==> src/rtl/sys_array_pkg.sv <==
// Shared types for the systolic-array tile scheduler: FSM states, tile descriptor and leaf marker.
package sys_array_pkg;

    typedef enum logic [2:0] {
        IDLE,
        WAIT_SPLIT,
        FETCH,
        CHECK,
        ISSUE,
        RUN,
        NEXT,
        FINISH
    } sched_state_t;

    typedef struct packed {
        logic [15:0] a_w0;
        logic [15:0] a_w1;
        logic [15:0] a_l0;
        logic [15:0] a_l1;
        logic [15:0] b_l0;
        logic [15:0] b_l1;
        logic [15:0] o_w0;
        logic [15:0] o_l0;
    } tile_desc_t;

    localparam logic [15:0] LEAF_MARK = 16'd0;

endpackage

==> src/rtl/sys_array_tile_scheduler_if.sv <==
// Tile issue bus between the scheduler (master) and the systolic array controller (slave).
interface sys_array_tile_scheduler_if;
    import sys_array_pkg::*;

    logic       tile_valid;
    logic       tile_ready;
    tile_desc_t tile;
    logic       tile_accum;
    logic       array_done;

    modport master (
        output tile_valid, tile, tile_accum,
        input  tile_ready, array_done
    );

    modport slave (
        input  tile_valid, tile, tile_accum,
        output tile_ready, array_done
    );

endinterface

==> src/rtl/sys_array_tile_scheduler.sv <==
// Walks the splitter node table and issues each leaf node as one tile job, waiting for array_done.
// Optional macro SYS_SCHED_ACCUM_EN: tile_accum flags K-split partial sums (a_l0 != 0).
module sys_array_tile_scheduler
    import sys_array_pkg::*;
#(
    parameter int MAX_NODES    = 100,
    parameter int DONE_TIMEOUT = 4096
) (
    input  logic        clk,
    input  logic        reset_n,
    input  logic        start,
    input  logic        split_ready,
    input  logic [15:0] split_last,
    output logic [15:0] tbl_idx,
    input  logic [15:0] tbl_a_w0,
    input  logic [15:0] tbl_a_w1,
    input  logic [15:0] tbl_a_l0,
    input  logic [15:0] tbl_a_l1,
    input  logic [15:0] tbl_b_l0,
    input  logic [15:0] tbl_b_l1,
    input  logic [15:0] tbl_o_w0,
    input  logic [15:0] tbl_o_l0,
    input  logic [15:0] tbl_to_n1,
    sys_array_tile_scheduler_if.master tile_if,
    output logic        busy,
    output logic        done,
    output logic        error,
    output logic [15:0] tile_cnt
);

    localparam logic [15:0] MAX_IDX = 16'(MAX_NODES);
    localparam logic [15:0] TO_LIM  = 16'(DONE_TIMEOUT);

    sched_state_t state_q;
    logic [15:0]  idx_q;
    logic [15:0]  last_q;
    logic [15:0]  to_q;
    logic [15:0]  cnt_q;
    logic         busy_q;
    logic         done_q;
    logic         err_q;
    logic         valid_q;
    tile_desc_t   tile_q;
    logic [15:0]  idx_nxt;
    tile_desc_t   tbl_desc;
`ifdef SYS_SCHED_ACCUM_EN
    logic         accum_q;
`endif

    assign idx_nxt  = idx_q + 16'd1;
    assign tbl_desc = '{a_w0: tbl_a_w0, a_w1: tbl_a_w1, a_l0: tbl_a_l0, a_l1: tbl_a_l1,
                        b_l0: tbl_b_l0, b_l1: tbl_b_l1, o_w0: tbl_o_w0, o_l0: tbl_o_l0};

    always_ff @(posedge clk or negedge reset_n) begin
        if (!reset_n) begin
            state_q <= IDLE;
            idx_q   <= '0;
            last_q  <= '0;
            to_q    <= '0;
            cnt_q   <= '0;
            busy_q  <= 1'b0;
            done_q  <= 1'b0;
            err_q   <= 1'b0;
            valid_q <= 1'b0;
            tile_q  <= '0;
`ifdef SYS_SCHED_ACCUM_EN
            accum_q <= 1'b0;
`endif
        end else if (start) begin
            // start always restarts, even mid-job; a pending descriptor is dropped here
            state_q <= WAIT_SPLIT;
            idx_q   <= '0;
            cnt_q   <= '0;
            err_q   <= 1'b0;
            busy_q  <= 1'b1;
            done_q  <= 1'b0;
            valid_q <= 1'b0;
        end else begin
            done_q <= 1'b0;
            case (state_q)
                IDLE: ;
                WAIT_SPLIT: begin
                    if (split_ready) begin
                        last_q <= split_last;
                        if (split_last == 16'd0) begin
                            state_q <= FINISH;
                            done_q  <= 1'b1;
                            busy_q  <= 1'b0;
                        end else begin
                            state_q <= FETCH;
                        end
                    end
                end
                FETCH: state_q <= CHECK;
                CHECK: begin
                    if (tbl_to_n1 != LEAF_MARK) begin
                        state_q <= NEXT;
                    end else begin
                        tile_q  <= tbl_desc;
                        valid_q <= 1'b1;
`ifdef SYS_SCHED_ACCUM_EN
                        accum_q <= (tbl_a_l0 != 16'd0);
`endif
                        state_q <= ISSUE;
                    end
                end
                ISSUE: begin
                    if (tile_if.tile_ready) begin
                        valid_q <= 1'b0;
                        to_q    <= '0;
                        state_q <= RUN;
                    end
                end
                RUN: begin
                    if (tile_if.array_done) begin
                        cnt_q   <= cnt_q + 16'd1;
                        state_q <= NEXT;
                    end else if (DONE_TIMEOUT != 0 && (to_q + 16'd1) == TO_LIM) begin
                        err_q   <= 1'b1;
                        done_q  <= 1'b1;
                        busy_q  <= 1'b0;
                        state_q <= FINISH;
                    end else begin
                        to_q <= to_q + 16'd1;
                    end
                end
                NEXT: begin
                    // idx is never advanced onto MAX_NODES or past the last valid node
                    if (idx_nxt == last_q || idx_nxt == MAX_IDX) begin
                        done_q  <= 1'b1;
                        busy_q  <= 1'b0;
                        state_q <= FINISH;
                    end else begin
                        idx_q   <= idx_nxt;
                        state_q <= FETCH;
                    end
                end
                FINISH: state_q <= IDLE;
                default: state_q <= IDLE;
            endcase
        end
    end

    assign tbl_idx            = idx_q;
    assign tile_if.tile_valid = valid_q;
    assign tile_if.tile       = tile_q;
`ifdef SYS_SCHED_ACCUM_EN
    assign tile_if.tile_accum = accum_q;
`else
    assign tile_if.tile_accum = 1'b0;
`endif
    assign busy               = busy_q;
    assign done               = done_q;
    assign error              = err_q;
    assign tile_cnt           = cnt_q;

endmodule

==> src/flat_wrapper.sv <==
// flat-port wrapper written by rule: the top's interface ports become plain ports
module sys_array_tile_scheduler_flat import sys_array_pkg::*;
#(
    parameter int MAX_NODES    = 100,
    parameter int DONE_TIMEOUT = 4096
)
  (clk, reset_n, start, split_ready, split_last, tbl_idx, tbl_a_w0, tbl_a_w1, tbl_a_l0, tbl_a_l1, tbl_b_l0, tbl_b_l1, tbl_o_w0, tbl_o_l0, tbl_to_n1, busy, done, error, tile_cnt, tile_if_tile_valid, tile_if_tile, tile_if_tile_accum, tile_if_tile_ready, tile_if_array_done);
  sys_array_tile_scheduler_if tile_if_i ();
  input  logic clk;
  input  logic reset_n;
  input  logic start;
  input  logic split_ready;
  input  logic [15:0] split_last;
  output logic [15:0] tbl_idx;
  input  logic [15:0] tbl_a_w0;
  input  logic [15:0] tbl_a_w1;
  input  logic [15:0] tbl_a_l0;
  input  logic [15:0] tbl_a_l1;
  input  logic [15:0] tbl_b_l0;
  input  logic [15:0] tbl_b_l1;
  input  logic [15:0] tbl_o_w0;
  input  logic [15:0] tbl_o_l0;
  input  logic [15:0] tbl_to_n1;
  output logic busy;
  output logic done;
  output logic error;
  output logic [15:0] tile_cnt;
  output wire logic [$bits(tile_if_i.tile_valid)-1:0] tile_if_tile_valid;
  output wire logic [$bits(tile_if_i.tile)-1:0] tile_if_tile;
  output wire logic [$bits(tile_if_i.tile_accum)-1:0] tile_if_tile_accum;
  input wire logic [$bits(tile_if_i.tile_ready)-1:0] tile_if_tile_ready;
  input wire logic [$bits(tile_if_i.array_done)-1:0] tile_if_array_done;
  assign tile_if_tile_valid = tile_if_i.tile_valid;
  assign tile_if_tile = tile_if_i.tile;
  assign tile_if_tile_accum = tile_if_i.tile_accum;
  assign tile_if_i.tile_ready = tile_if_tile_ready;
  assign tile_if_i.array_done = tile_if_array_done;
  sys_array_tile_scheduler #(.MAX_NODES(MAX_NODES), .DONE_TIMEOUT(DONE_TIMEOUT)) u_core (.clk(clk), .reset_n(reset_n), .start(start), .split_ready(split_ready), .split_last(split_last), .tbl_idx(tbl_idx), .tbl_a_w0(tbl_a_w0), .tbl_a_w1(tbl_a_w1), .tbl_a_l0(tbl_a_l0), .tbl_a_l1(tbl_a_l1), .tbl_b_l0(tbl_b_l0), .tbl_b_l1(tbl_b_l1), .tbl_o_w0(tbl_o_w0), .tbl_o_l0(tbl_o_l0), .tbl_to_n1(tbl_to_n1), .tile_if(tile_if_i), .busy(busy), .done(done), .error(error), .tile_cnt(tile_cnt));
endmodule
==> config.mk <==
export PLATFORM = sky130hd
export DESIGN_NAME = sys_array_tile_scheduler_flat
export DESIGN_NICKNAME = d
export VERILOG_FILES = /design/src/rtl/sys_array_pkg.sv /design/src/rtl/sys_array_tile_scheduler_if.sv /design/src/rtl/sys_array_tile_scheduler.sv /design/src/flat_wrapper.sv
export SDC_FILE = /design/constraint.sdc
export NUM_CORES = 1
export LEC_CHECK = 0
export BUFFER_PORTS_ARGS = -buffer_cell sky130_fd_sc_hd__buf_2
export CAP_MARGIN = 5
export CORE_ASPECT_RATIO = 0.7
export CORE_MARGIN = 2
export CORE_UTILIZATION = 35
export DETAILED_ROUTE_END_ITERATION = 8
export PLACE_DENSITY = 0.62
export SLEW_MARGIN = 40
export SYNTH_ARGS = -nofsm -noshare
export SYNTH_HDL_FRONTEND = slang
export SYNTH_SLANG_ARGS = --single-unit
export TNS_END_PERCENT = 10
==> constraint.sdc <==
create_clock -name clk -period 3.4 [get_ports clk]
set_clock_uncertainty 0.1 [all_clocks]
set_input_delay 0.17 -clock clk [delete_from_list [all_inputs] [get_ports clk]]
set_output_delay 0.17 -clock clk [all_outputs]
set_load 0.1 [all_outputs]
Word level (Yosys, flattened, before mapping)
Cells that the tools add are included. W data, S select, Z words.

Register bits after elaboration: 199. Bits of input ports: 166. Output and inout port bits: 165. Word-level logic and storage cells: 106.

Add/sub/neg operators: 3. Eq/ne operators: 23. Muxes and demuxes: 41. Bitwise logic cells: 2. Reductions and logical operators: 20.

Operators by type and width (number): $mux W16 (9); $add A16 B1 Y16 const B (3); $pmux W16 S2 (1); $mux W3 (7); $pmux W3 S7 (1); $mux W1 (19); $eq A16 B13 Y1 const B (1); $eq A16 B16 Y1 (1); $eq A16 B7 Y1 const B (1); $logic_not A16 Y1 (1); $reduce_bool A16 Y1 (1); $eq A3 B3 Y1 const B (4); $ne A3 B3 Y1 const B (4); $reduce_and A3 Y1 (4); $ne A2 B2 Y1 const B (5); $reduce_bool A2 Y1 (5); $ne A3 B2 Y1 const B (3); $reduce_bool A8 Y1 (1); $eq A3 B2 Y1 const B (2); $pmux W1 S3 (2); $reduce_and A6 Y1 (1); $reduce_and A5 Y1 (1); $ne A4 B3 Y1 const B (1); $reduce_and A2 Y1 (2); other kinds (8) (9).

Longest topological paths before layout
Gate-level depths: netlist of run 1.

Word-level depth: 6. Mapped depth: 11. Mapped depth without buffers: 9.

Worst setup path after synthesis of run 1
Ideal clock, no wire load.

Kind: flip-flop to flip-flop. From: register u_core.idx_q[0], in the netlist u_core.tbl_idx[0]. To: register u_core.idx_q[15], in the netlist u_core.tbl_idx[15]. Setup time: 128 ps. Data arrival time: 3436 ps. Required time: 3172 ps. Setup slack: -264 ps. Cell stages (with the launch flop): 11. Path buffers: 2. Clock period less this slack: 3664 ps. Cell sequence: dfrtp_1 -> buf_2 -> nand4_4 -> or3_1 -> a22o_1 -> or4_4 -> nor4_4 -> or3_1 -> buf_6 -> nor2_1 -> mux2_1.

Longest elaborated chain between the ends: 5. Elaborated cells between the ends (all ways): 9. Classes of those cells: add/sub: 1; eq/ne: 3; mux: 3; reduce/logical: 2.

RTL lines: from (decl) (line sys_array_tile_scheduler.sv:35) `logic [15:0] idx_q;`; from (signal assigned) (line sys_array_tile_scheduler.sv:134) `idx_q <= idx_nxt;`; $add A16 B1 Y16 (*) (line sys_array_tile_scheduler.sv:50) `assign idx_nxt = idx_q + 16'd1;`; $eq A16 B16 Y1 / $eq A16 B7 Y1 (equally long branches) (line sys_array_tile_scheduler.sv:129) `if (idx_nxt == last_q || idx_nxt == MAX_IDX) begin`; $logic_or A1 B1 Y1 (line sys_array_tile_scheduler.sv:129); $ne A2 B2 Y1 (no line); $reduce_and A2 Y1 (no line).

Every way passes the cells marked *; elsewhere a longest branch is shown, timed or not. The select of a mux whose other input is x is not followed. A chain may end at the register's enable or synchronous reset.

Worst setup path in the final report of run 1
From: register u_core.idx_q[1], in the netlist u_core.tbl_idx[1]. To: register u_core.idx_q[15], in the netlist u_core.tbl_idx[15].

Same word-level chain as after synthesis.

==> flow_metrics.tcl, run 1 <==
set metrics [dict create \
    status "finished, final reports clean" \
    r2r-end "u_core.tbl_idx[15]" \
    rows 50 \
    synth_top_cell_area_share 0.531 \
    clockRootBuffer "clkbuf_16" \
    seq_area_frac_synth 0.531 \
    numCtsBuffers 17 \
    min_from "split_ready" \
    tritoncts "yes" \
    cap_viol_max_count 0 \
    synthDistinctLibCells 62 \
    synth_seq_cells 199 \
    path_clk_slew_ns 0.07 \
    p_leak_nw 6.89 \
    viasPerCell 4.92 \
    gr-total-overflow 0 \
    synth-edff-count 0 \
    finalMaxSlewViolations 0 \
    path_max_fanout 9 \
    drc 0 \
    core_area_um2 26500 \
    cp_data_arrival_time_ns 3.44 \
    num_vias 8102 \
    cts.htree.levels 4 \
    synthTopCellsByCount "199 x dfrtp_1, 145 x mux2_2, 57 x nor2_1" \
    dr.pass1.iters 5 \
    layout_setup_ws_ns 0.163 \
    mappedNetlistNets 976 \
    tightest_slew_ns 0.758 \
    hp-class "in -> reg" \
    setup_viol 0 \
    synth_warnings 0 \
    start_util 0.354 \
    start_kind "flip-flop" \
    clock_path_buffers 2 \
    slew_headroom 0.495 \
    tns_ns 0 \
    rsz0062_at_grt "false" \
    grt_use_met1 0.265 \
    yosys-top-cells-area "dfrtp_1 53%, mux2_2 17%, nor2_1 2.3%" \
    critPathKind "reg -> reg" \
    finalWirelength_um 29000 \
    r2r_start "u_core.tbl_idx[1]" \
    min_period_ns 3.24 \
    worstPathRequired_ns 3.61 \
    wl_per_cell_um 17.6 \
    insertedDiodeCount 0 \
    cts_num_sinks 199 \
    dieHeight_um 141 \
    seqCellArea_um2 4990 \
    detail-route-antenna-nets 0 \
    fp.dieW_um 200 \
    synthToLayoutAreaGrowth_pct 44.1 \
    grt_usage 0.207 \
    hold_path_depth 4 \
    hpwl_um 19900 \
    place_congestion 0.878 \
    post-cts-setup-buffer-count 0 \
    gr-usage-met3 0.0586 \
    max_freq_mhz 309 \
    use_met2 0.341 \
    clock_latency_ns 0.44 \
    postSynth.asyncResetShare 1.00 \
    top_usage_layer "met2" \
    synth-main-ff-cell "dfrtp_1" \
    grt_pass1_vias 8184 \
    netlist_instances 805 \
    r2r_slack_ns 0.16 \
    io_buffers 329 \
    drive_gt1_frac 0.441 \
    drtIter0Drc 455 \
    synth.most_common_cell "dfrtp_1" \
    hold_viol_final 0 \
    pin_count 331 \
    yosysTopAreaCell "dfrtp_1" \
    multiInputGateArea_um2 4160 \
    period_share 0.952 \
    holdPathEnd "u_core.state_q[0]" \
    fin_nets 1441 \
    die-area_um2 28200 \
    fillers 2367 \
    grt_first_pass_wirelength_um 45000 \
    pre_cts_ws_ns 0.0960 \
    grt_max_degree 94 \
    syn_avg_cell_area_um2 11.7 \
    endpoint_kind "flip-flop" \
    synth_area_um2 9390 \
    grt_antenna_before_repair 0 \
    vdd_drop_max_v 0.000341 \
    powerDensity_nw_per_um2 400 \
    worst-r2r-cell-count 10 \
]
==> power by group <==
group	total (mW)	internal [mW]	switching, mW	leakage, nW
sequential	2.63	2.49	0.137	2.71
combinational	0.822	0.436	0.385	3.90
clock	1.96	0.972	0.986	0.270
==> worst max-delay path, cell delays in order (launching register included) <==
cell	delay [ns]
dfrtp_2	0.46
ha_2	0.32
nand3_2	0.21
nor4_2	0.37
buf_4	0.19
xnor2_1	0.18
a211o_1	0.19
nor4_4	0.05
or3_1	0.53
nor2_1	0.18
mux2_1	0.34
==> placed cells by master (no fill, tap or decap), drive strengths merged, types with 4 or more instances in the layout <==
cell         count
a21o             4
a21oi           29
a31o             9
and2             4
and3            11
and4             6
buf            350
clkbuf          18
dfrtp          199
dlygate4sd3    146
ha               5
inv             21
mux2           146
mux2i            5
nand2           43
nand2b          14
nand3           26
nand3b           4
nand4           21
nor2            57
nor2b            5
nor3            10
nor4            17
o21ai           27
or3             10
xnor2           21
xor2            20
==> timing repair <==
action,in CTS,in global routing
hold endpoints to repair,235,0
endpoints found under the setup margin,0,12
hold buffers,146,0
gates resized for setup,0,3
==> cells by family after synthesis <==
group                      count (synthesis)  synth area share
buffers and inverters                     63            0.0303
other                                      1          0.000400
AOI/OAI and AO/OA                        104            0.0713
xor gates and xnor gates                  41            0.0383
muxes                                    151             0.180
and+or+nand+nor                          241             0.142
DFF                                      199             0.531
adders and majority gates                  5           0.00666
==> metal layers <==
layer | vias to the layer above | part of all wire
met2 | 265 | 0.49
met4 | 0 | 0.021
met3 | 31 | 0.070
li1 | 3816 | -
met1 | 3990 | 0.42
met5 | - | 0
==> metrics by stage <==
step | power, mW | std cells | utilization | area, µm² | hold WS, ns
3_5_place_dp | 3.34 | 1469 | 0.433 | 11500 | 0.203
4_1_cts | 5.46 | 1646 | 0.509 | 13500 | 0.0323
2_1_floorplan | 3.05 | 805 | - | 9400 | -0.226
6_report | 5.41 | 1646 | 0.510 | 13500 | 0.0540
5_1_grt | 5.64 | 1646 | 0.510 | 13500 | 0.0550
3_3_place_gp | 3.34 | 1469 | 0.433 | 11500 | 0.179
==> sequential cells by signal (all words and copies together), names as in the netlist, 3 cells and up <==
| name | cells |
|---|---|
| u_core.tbl_idx | 16 |
| u_core.state_q | 3 |
| u_core.tile_if.tile | 128 |
| u_core.last_q | 16 |
| u_core.tile_cnt | 16 |
| u_core.to_q | 16 |
==> worst max-delay path by stage <==
stage	to	depth (start not counted)	from
2_1_floorplan	u_core.busy	9	u_core.tbl_idx[13]
3_3_place_gp	u_core.tbl_idx[15]	10	u_core.tbl_idx[1]
3_5_place_dp	u_core.tbl_idx[15]	10	u_core.tbl_idx[1]
4_1_cts	u_core.tbl_idx[15]	10	u_core.tbl_idx[1]
5_1_grt	u_core.tbl_idx[15]	10	u_core.tbl_idx[1]
6_report	u_core.tbl_idx[15]	10	u_core.tbl_idx[1]
==> area by class of cell <==
class	instances	area share
multi-input combinational	543	0.308
clock inverter	13	0.00943
timing repair buffer	496	0.245
sequential	199	0.369
clock buffer	18	0.0317
inverter	13	0.00361
tap	364	0.0337
(Power assumes the default switching activity.)
==> inputs of run 2 (changes only) <==
==> constraint.sdc (replaced) <==
create_clock -name clk -period 3.4 [get_ports clk]
set_clock_uncertainty 0.1 [all_clocks]
set_input_delay 0.68 -clock clk [delete_from_list [all_inputs] [get_ports clk]]
set_output_delay 0.68 -clock clk [all_outputs]
set_load 0.1 [all_outputs]
==> run 2 against run 1 <==
Compared with the run above: setup slack better by 0.031 ns; wire length is 7.6% lower; die area stayed put; cell count is 8.3% lower; largest power group unchanged.
==> flow_metrics.tcl, run 2 (synthesized netlist as in run 1, its figures left out) <==
set metrics [dict create \
    finalWirelength_um 26800 \
    final_cell_mix "328 x buf_2, 187 x dfrtp_1, 145 x mux2_2, 57 x nor2_1, 43 x nand2_1" \
    p_leak_nw 6.33 \
    gr-usage-met3 0.0701 \
    viasPerCell 4.94 \
    synthToLayoutAreaGrowth_pct 29.5 \
    num_vias 7457 \
    rsz0062_at_grt "true" \
    drc 0 \
    finalMaxSlewViolations 0 \
    grt_pass1_vias 7344 \
    start_kind "flip-flop" \
    place_congestion 0.857 \
    drive_gt1_frac 0.498 \
    clockRootBuffer "clkbuf_16" \
    crit_chain "ha_1 -> buf_4 -> and3_1 -> nand3_1 -> a2111oi_1 -> buf_4 -> o211ai_1 -> nor4_4 -> nor3_2 -> buf_4 -> a21oi_1 -> a31o_2" \
    cts_num_sinks 199 \
    start_util 0.354 \
    path_max_fanout 12 \
    fp.dieW_um 200 \
    cellInternalPower_mw 3.83 \
    max_stage_delay_ns 0.58 \
    whs_ns 0.187 \
    drtIter0Drc 418 \
    die-area_um2 28200 \
    critPathKind "reg -> reg" \
    hpwl_um 20200 \
    wl_per_cell_um 17.7 \
    grt_antenna_before_repair 5 \
    use_met2 0.304 \
    dieHeight_um 141 \
    rows 50 \
    cap_viol_max_count 0 \
    grt_max_degree 78 \
    largest_reg_flops 128 \
    tightest_slew_ns 0.691 \
    vdd_drop_max_v 0.000357 \
    dr.pass1.iters 6 \
    grt_usage 0.192 \
    min_period_ns 3.21 \
    tritoncts "yes" \
    swShare 0.283 \
    top_usage_layer "met2" \
    layout_commonest_cell "buf_2" \
    gr-total-overflow 0 \
    clkPwrFrac 0.384 \
    worstPathRequired_ns 3.61 \
    power_frac_comb 0.127 \
    p_seq_frac 0.490 \
    slowest_stage "nor3_2" \
    grt_use_met1 0.251 \
    pin_count 331 \
    tns_ns 0 \
    numCtsBuffers 17 \
    core_area_um2 26500 \
    io_buffers 329 \
    period_share 0.943 \
    crit_path_frequent_cell "buf_4" \
    post-cts-setup-buffer-count 0 \
    cts.htree.levels 4 \
    setup_viol 0 \
    clock_latency_ns 0.44 \
    fin_nets 1301 \
    hold_viol_final 0 \
    total_power_mw 5.34 \
    powerDensity_nw_per_um2 439 \
    hp-class "in -> async" \
    slew_headroom 0.539 \
    clock_path_buffers 2 \
    grt_first_pass_wirelength_um 41300 \
    max_freq_mhz 312 \
    power_switching_mw 1.51 \
    status "finished, final reports clean" \
    path_clk_slew_ns 0.09 \
    endpoint_kind "flip-flop" \
    detail-route-antenna-nets 0 \
    cp_data_arrival_time_ns 3.42 \
]
==> run 2: cell types whose count changed in the layout (fill, tap and decap cells not counted), moves of 2 or more <==
cell / before / now
buf_4: 18 / 22
inv_6: 3 / 1
dlygate4sd3_1: 146 / 0
diode_2: 0 / 2
clkinv_4: 1 / 3
nor4_1: 13 / 15
nor4_2: 2 / 0
buf_12: 3 / 5
clkbuf_8: 0 / 2
==> run 2: through the flow <==
step | setup WS (ns) | std cells | utilization | cell area (µm²)
after floorplan | 0.00449 | 805 | - | 9400
final | 0.194 | 1509 | 0.458 | 12200
after CTS | 0.127 | 1507 | 0.458 | 12100
after detailed placement | 0.144 | 1475 | 0.436 | 11600
after global placement | 0.205 | 1475 | 0.436 | 11600
after global routing | -0.0121 | 1507 | 0.458 | 12200
==> run 2: path summary, 6_finish.rpt <==
kind | endpoint | start | cells past startpoint | slack, ns
max in group asynchronous | u_core.tile_if.tile[58] | reset_n | 2 | 2.27
min reg2reg | u_core.tile_if.tile[90] | u_core.tile_if.tile[90] | 1 | 0.40
min in group clk | u_core.tile_if.tile[120] | tbl_a_w0[8] | 2 | 0.37
min | u_core.to_q[5] | reset_n | 1 | 0.19
max reg2reg | u_core.tbl_idx[2] | u_core.tbl_idx[1] | 12 | 0.19
max | u_core.tbl_idx[2] | u_core.tbl_idx[1] | 12 | 0.19
==> run 2: final cells by class <==
cell class,instances,area [µm²]
Timing Repair Buffer,356,1920
Tap cell,364,455
Sequential cell,199,4990
Clock inverter,13,148
Clock buffer,19,443
Inverter,13,48.8
Antenna cell,2,5.00
Multi-Input combinational cell,543,4140
Fill cell,2535,14400
==> run 2: critical path, delay by kind of cell, from the launching register on <==
family	cells	cell delay, ns
simple gates	4	0.96
flops	1	0.49
fa+ha+maj	1	0.23
compound gates	4	0.66
buf+inv	3	0.65
==> run 2: power groups by stage <==
stage,combinational [mW],sequential [mW],clock (mW)
2_1_floorplan,0.432,2.62,0
3_3_place_gp,0.671,2.66,0
3_5_place_dp,0.676,2.66,0
4_1_cts,0.681,2.62,2.12
5_1_grt,0.748,2.64,2.21
6_report,0.677,2.62,2.05
==> run 2: per-layer routing <==
metal	routed length, µm	share of wire	vias to the layer above
li1	-	-	3540
met4	282	0.011	6
met5	41	0.0015	-
met1	11700	0.44	3657
met2	12600	0.47	232
met3	2130	0.080	22
==> run 2: repair_timing <==
item	CTS	global route
resized for setup	0	2
endpoints found under the setup margin	0	4
hold buffers	0	0
==> inputs of run 3 (changes only) <==
--- a/config.mk
+++ b/config.mk
@@ -8,7 +8,6 @@
 export BUFFER_PORTS_ARGS = -buffer_cell sky130_fd_sc_hd__buf_2
 export CAP_MARGIN = 5
 export CORE_ASPECT_RATIO = 0.7
-export CORE_MARGIN = 2
 export CORE_UTILIZATION = 35
 export DETAILED_ROUTE_END_ITERATION = 8
 export PLACE_DENSITY = 0.62
==> run 3 against run 2 <==
Compared with the run above: count of clock-buffer cells in the layout is 1 lower; critical path depth is 4 lower; sequential share of layout area rose by 0.10 points; die area shrank 2.4%; wire length is 2.0% lower; power is 2.3% higher; via count fell by 0.93%; clock power increased by 5%; hold slack lost 0.034 ns; sequential cell count did not move; highest routed layer unchanged.
==> flow_metrics.tcl, run 3 (synthesized netlist as in run 1, its figures left out) <==
set metrics [dict create \
    status "finished, final reports clean" \
    pin_count 331 \
    setup_viol 0 \
    hpwl_um 20000 \
    hold_viol_final 0 \
    num_vias 7388 \
    io_buffers 329 \
    fp.dieW_um 198 \
    clock_path_buffers 2 \
    synthToLayoutAreaGrowth_pct 29.2 \
    grt_pass1_vias 7388 \
    cap_viol_max_count 0 \
    tns_ns 0 \
    post-cts-setup-buffer-count 0 \
    viasPerCell 4.94 \
    endpoint_kind "flip-flop" \
    critPathKind "reg -> reg" \
    gr-total-overflow 0 \
    start_kind "flip-flop" \
    worstPathRequired_ns 3.62 \
    detail-route-antenna-nets 0 \
    dr.pass1.iters 5 \
    hp-class "in -> async" \
    clock_latency_ns 0.44 \
    period_share 0.928 \
    pre_cts_ws_ns 0.0939 \
    grt_usage 0.197 \
    grt_max_degree 72 \
    largest_reg_flops 128 \
    path_clk_slew_ns 0.08 \
    cp_data_arrival_time_ns 3.38 \
    clockRootBuffer "clkbuf_16" \
    numCtsBuffers 17 \
    start_util 0.361 \
    tightest_slew_ns 0.673 \
    wl_per_cell_um 17.5 \
    layout_setup_ws_ns 0.246 \
    vdd_drop_max_v 0.000350 \
    drtIter0Drc 454 \
    final_cell_mix "328 x buf_2, 187 x dfrtp_1, 145 x mux2_2, 57 x nor2_1, 43 x nand2_1" \
    tritoncts "yes" \
    powerDensity_nw_per_um2 450 \
    grt_antenna_before_repair 3 \
    fin_nets 1294 \
    cts.htree.levels 4 \
    max_freq_mhz 317 \
    cts_num_sinks 199 \
    rsz0062_at_grt "false" \
    dieHeight_um 139 \
    layout_commonest_cell "buf_2" \
    slew_headroom 0.546 \
    grt_first_pass_wirelength_um 41800 \
    core_area_um2 26000 \
    finalMaxSlewViolations 0 \
    rows 49 \
    path_max_fanout 11 \
    drc 0 \
    min_period_ns 3.15 \
    die-area_um2 27500 \
    p_leak_nw 6.30 \
    place_congestion 0.881 \
    drive_gt1_frac 0.495 \
    finalWirelength_um 26200 \
]
==> run 3: cell count changes in the layout (fill, tap and decap cells not counted), moves of 2 or more <==
cell	before	now
buf_4	22	16
inv_8	5	1
clkinv_8	2	5
inv_6	1	4
bufinv_16	0	2
==> run 3: cell type report <==
| class | count | area (µm²) |
|---|---|---|
| Clock buffer | 18 | 429 |
| Fill cell | 2487 | 13900 |
| Multi-Input combinational cell | 543 | 4140 |
| Tap cell | 357 | 447 |
| Inverter | 13 | 48.8 |
| Sequential cell | 199 | 4990 |
| Timing Repair Buffer | 349 | 1860 |
| Antenna cell | 3 | 7.51 |
| Clock inverter | 14 | 205 |
==> run 3: where the power goes <==
group          internal [mW]  switching [mW]  total, mW
registers               2.49           0.134       2.62
clock network           1.13            1.02       2.15
logic                  0.331           0.359      0.690
==> run 3: worst paths after layout <==
path | startpoint | to | slack, ns | depth (start not counted)
max in group asynchronous | reset_n | u_core.tile_if.tile[41] | 2.28 | 2
hold / removal | reset_n | u_core.to_q[9] | 0.15 | 1
setup reg to reg | u_core.tbl_idx[10] | u_core.tbl_idx[15] | 0.25 | 8
min in group clk | tbl_o_l0[0] | u_core.tile_if.tile[0] | 0.36 | 2
hold reg to reg | u_core.tile_if.tile[56] | u_core.tile_if.tile[56] | 0.40 | 1
setup / recovery | u_core.tbl_idx[10] | u_core.tbl_idx[15] | 0.25 | 8
==> run 3: critical path, cell delays in order (launching register included) <==
cell and delay, ns:
dfrtp_2 0.49, nand3_1 0.24, or3_1 0.43, a22o_1 0.19, or4_4 0.55, nor4_4 0.29
or3_1 0.35, nor2_1 0.09, mux2_1 0.31
==> run 3: through the flow <==
step           area [µm²]  cells   util  total power [mW]  hold slack, ns
6_report            12100   1496  0.467              5.46           0.153
5_1_grt             12100   1493  0.466              5.71           0.177
4_1_cts             12100   1493  0.466              5.53           0.164
3_5_place_dp        11500   1461  0.442              3.35           0.389
3_3_place_gp        11500   1461  0.442              3.35           0.384
2_1_floorplan        9400    805      -              3.05           0.284
==> run 3: layer usage <==
layer / part of all wire / track usage / vias up
li1: - / - / 3535
met1: 0.44 / 0.261 / 3609
met2: 0.47 / 0.306 / 211
met3: 0.074 / 0.0669 / 29
met4: 0.016 / 0.0514 / 4
met5: 0.0010 / 0 / -
==> run 3: timing repair <==
action / 4_1_cts / 5_1_grt
endpoints found under the setup margin: 0 / 4
hold buffers: 0 / 0
gates resized for setup: 0 / 2
endpoints found under the hold margin: 0 / 0
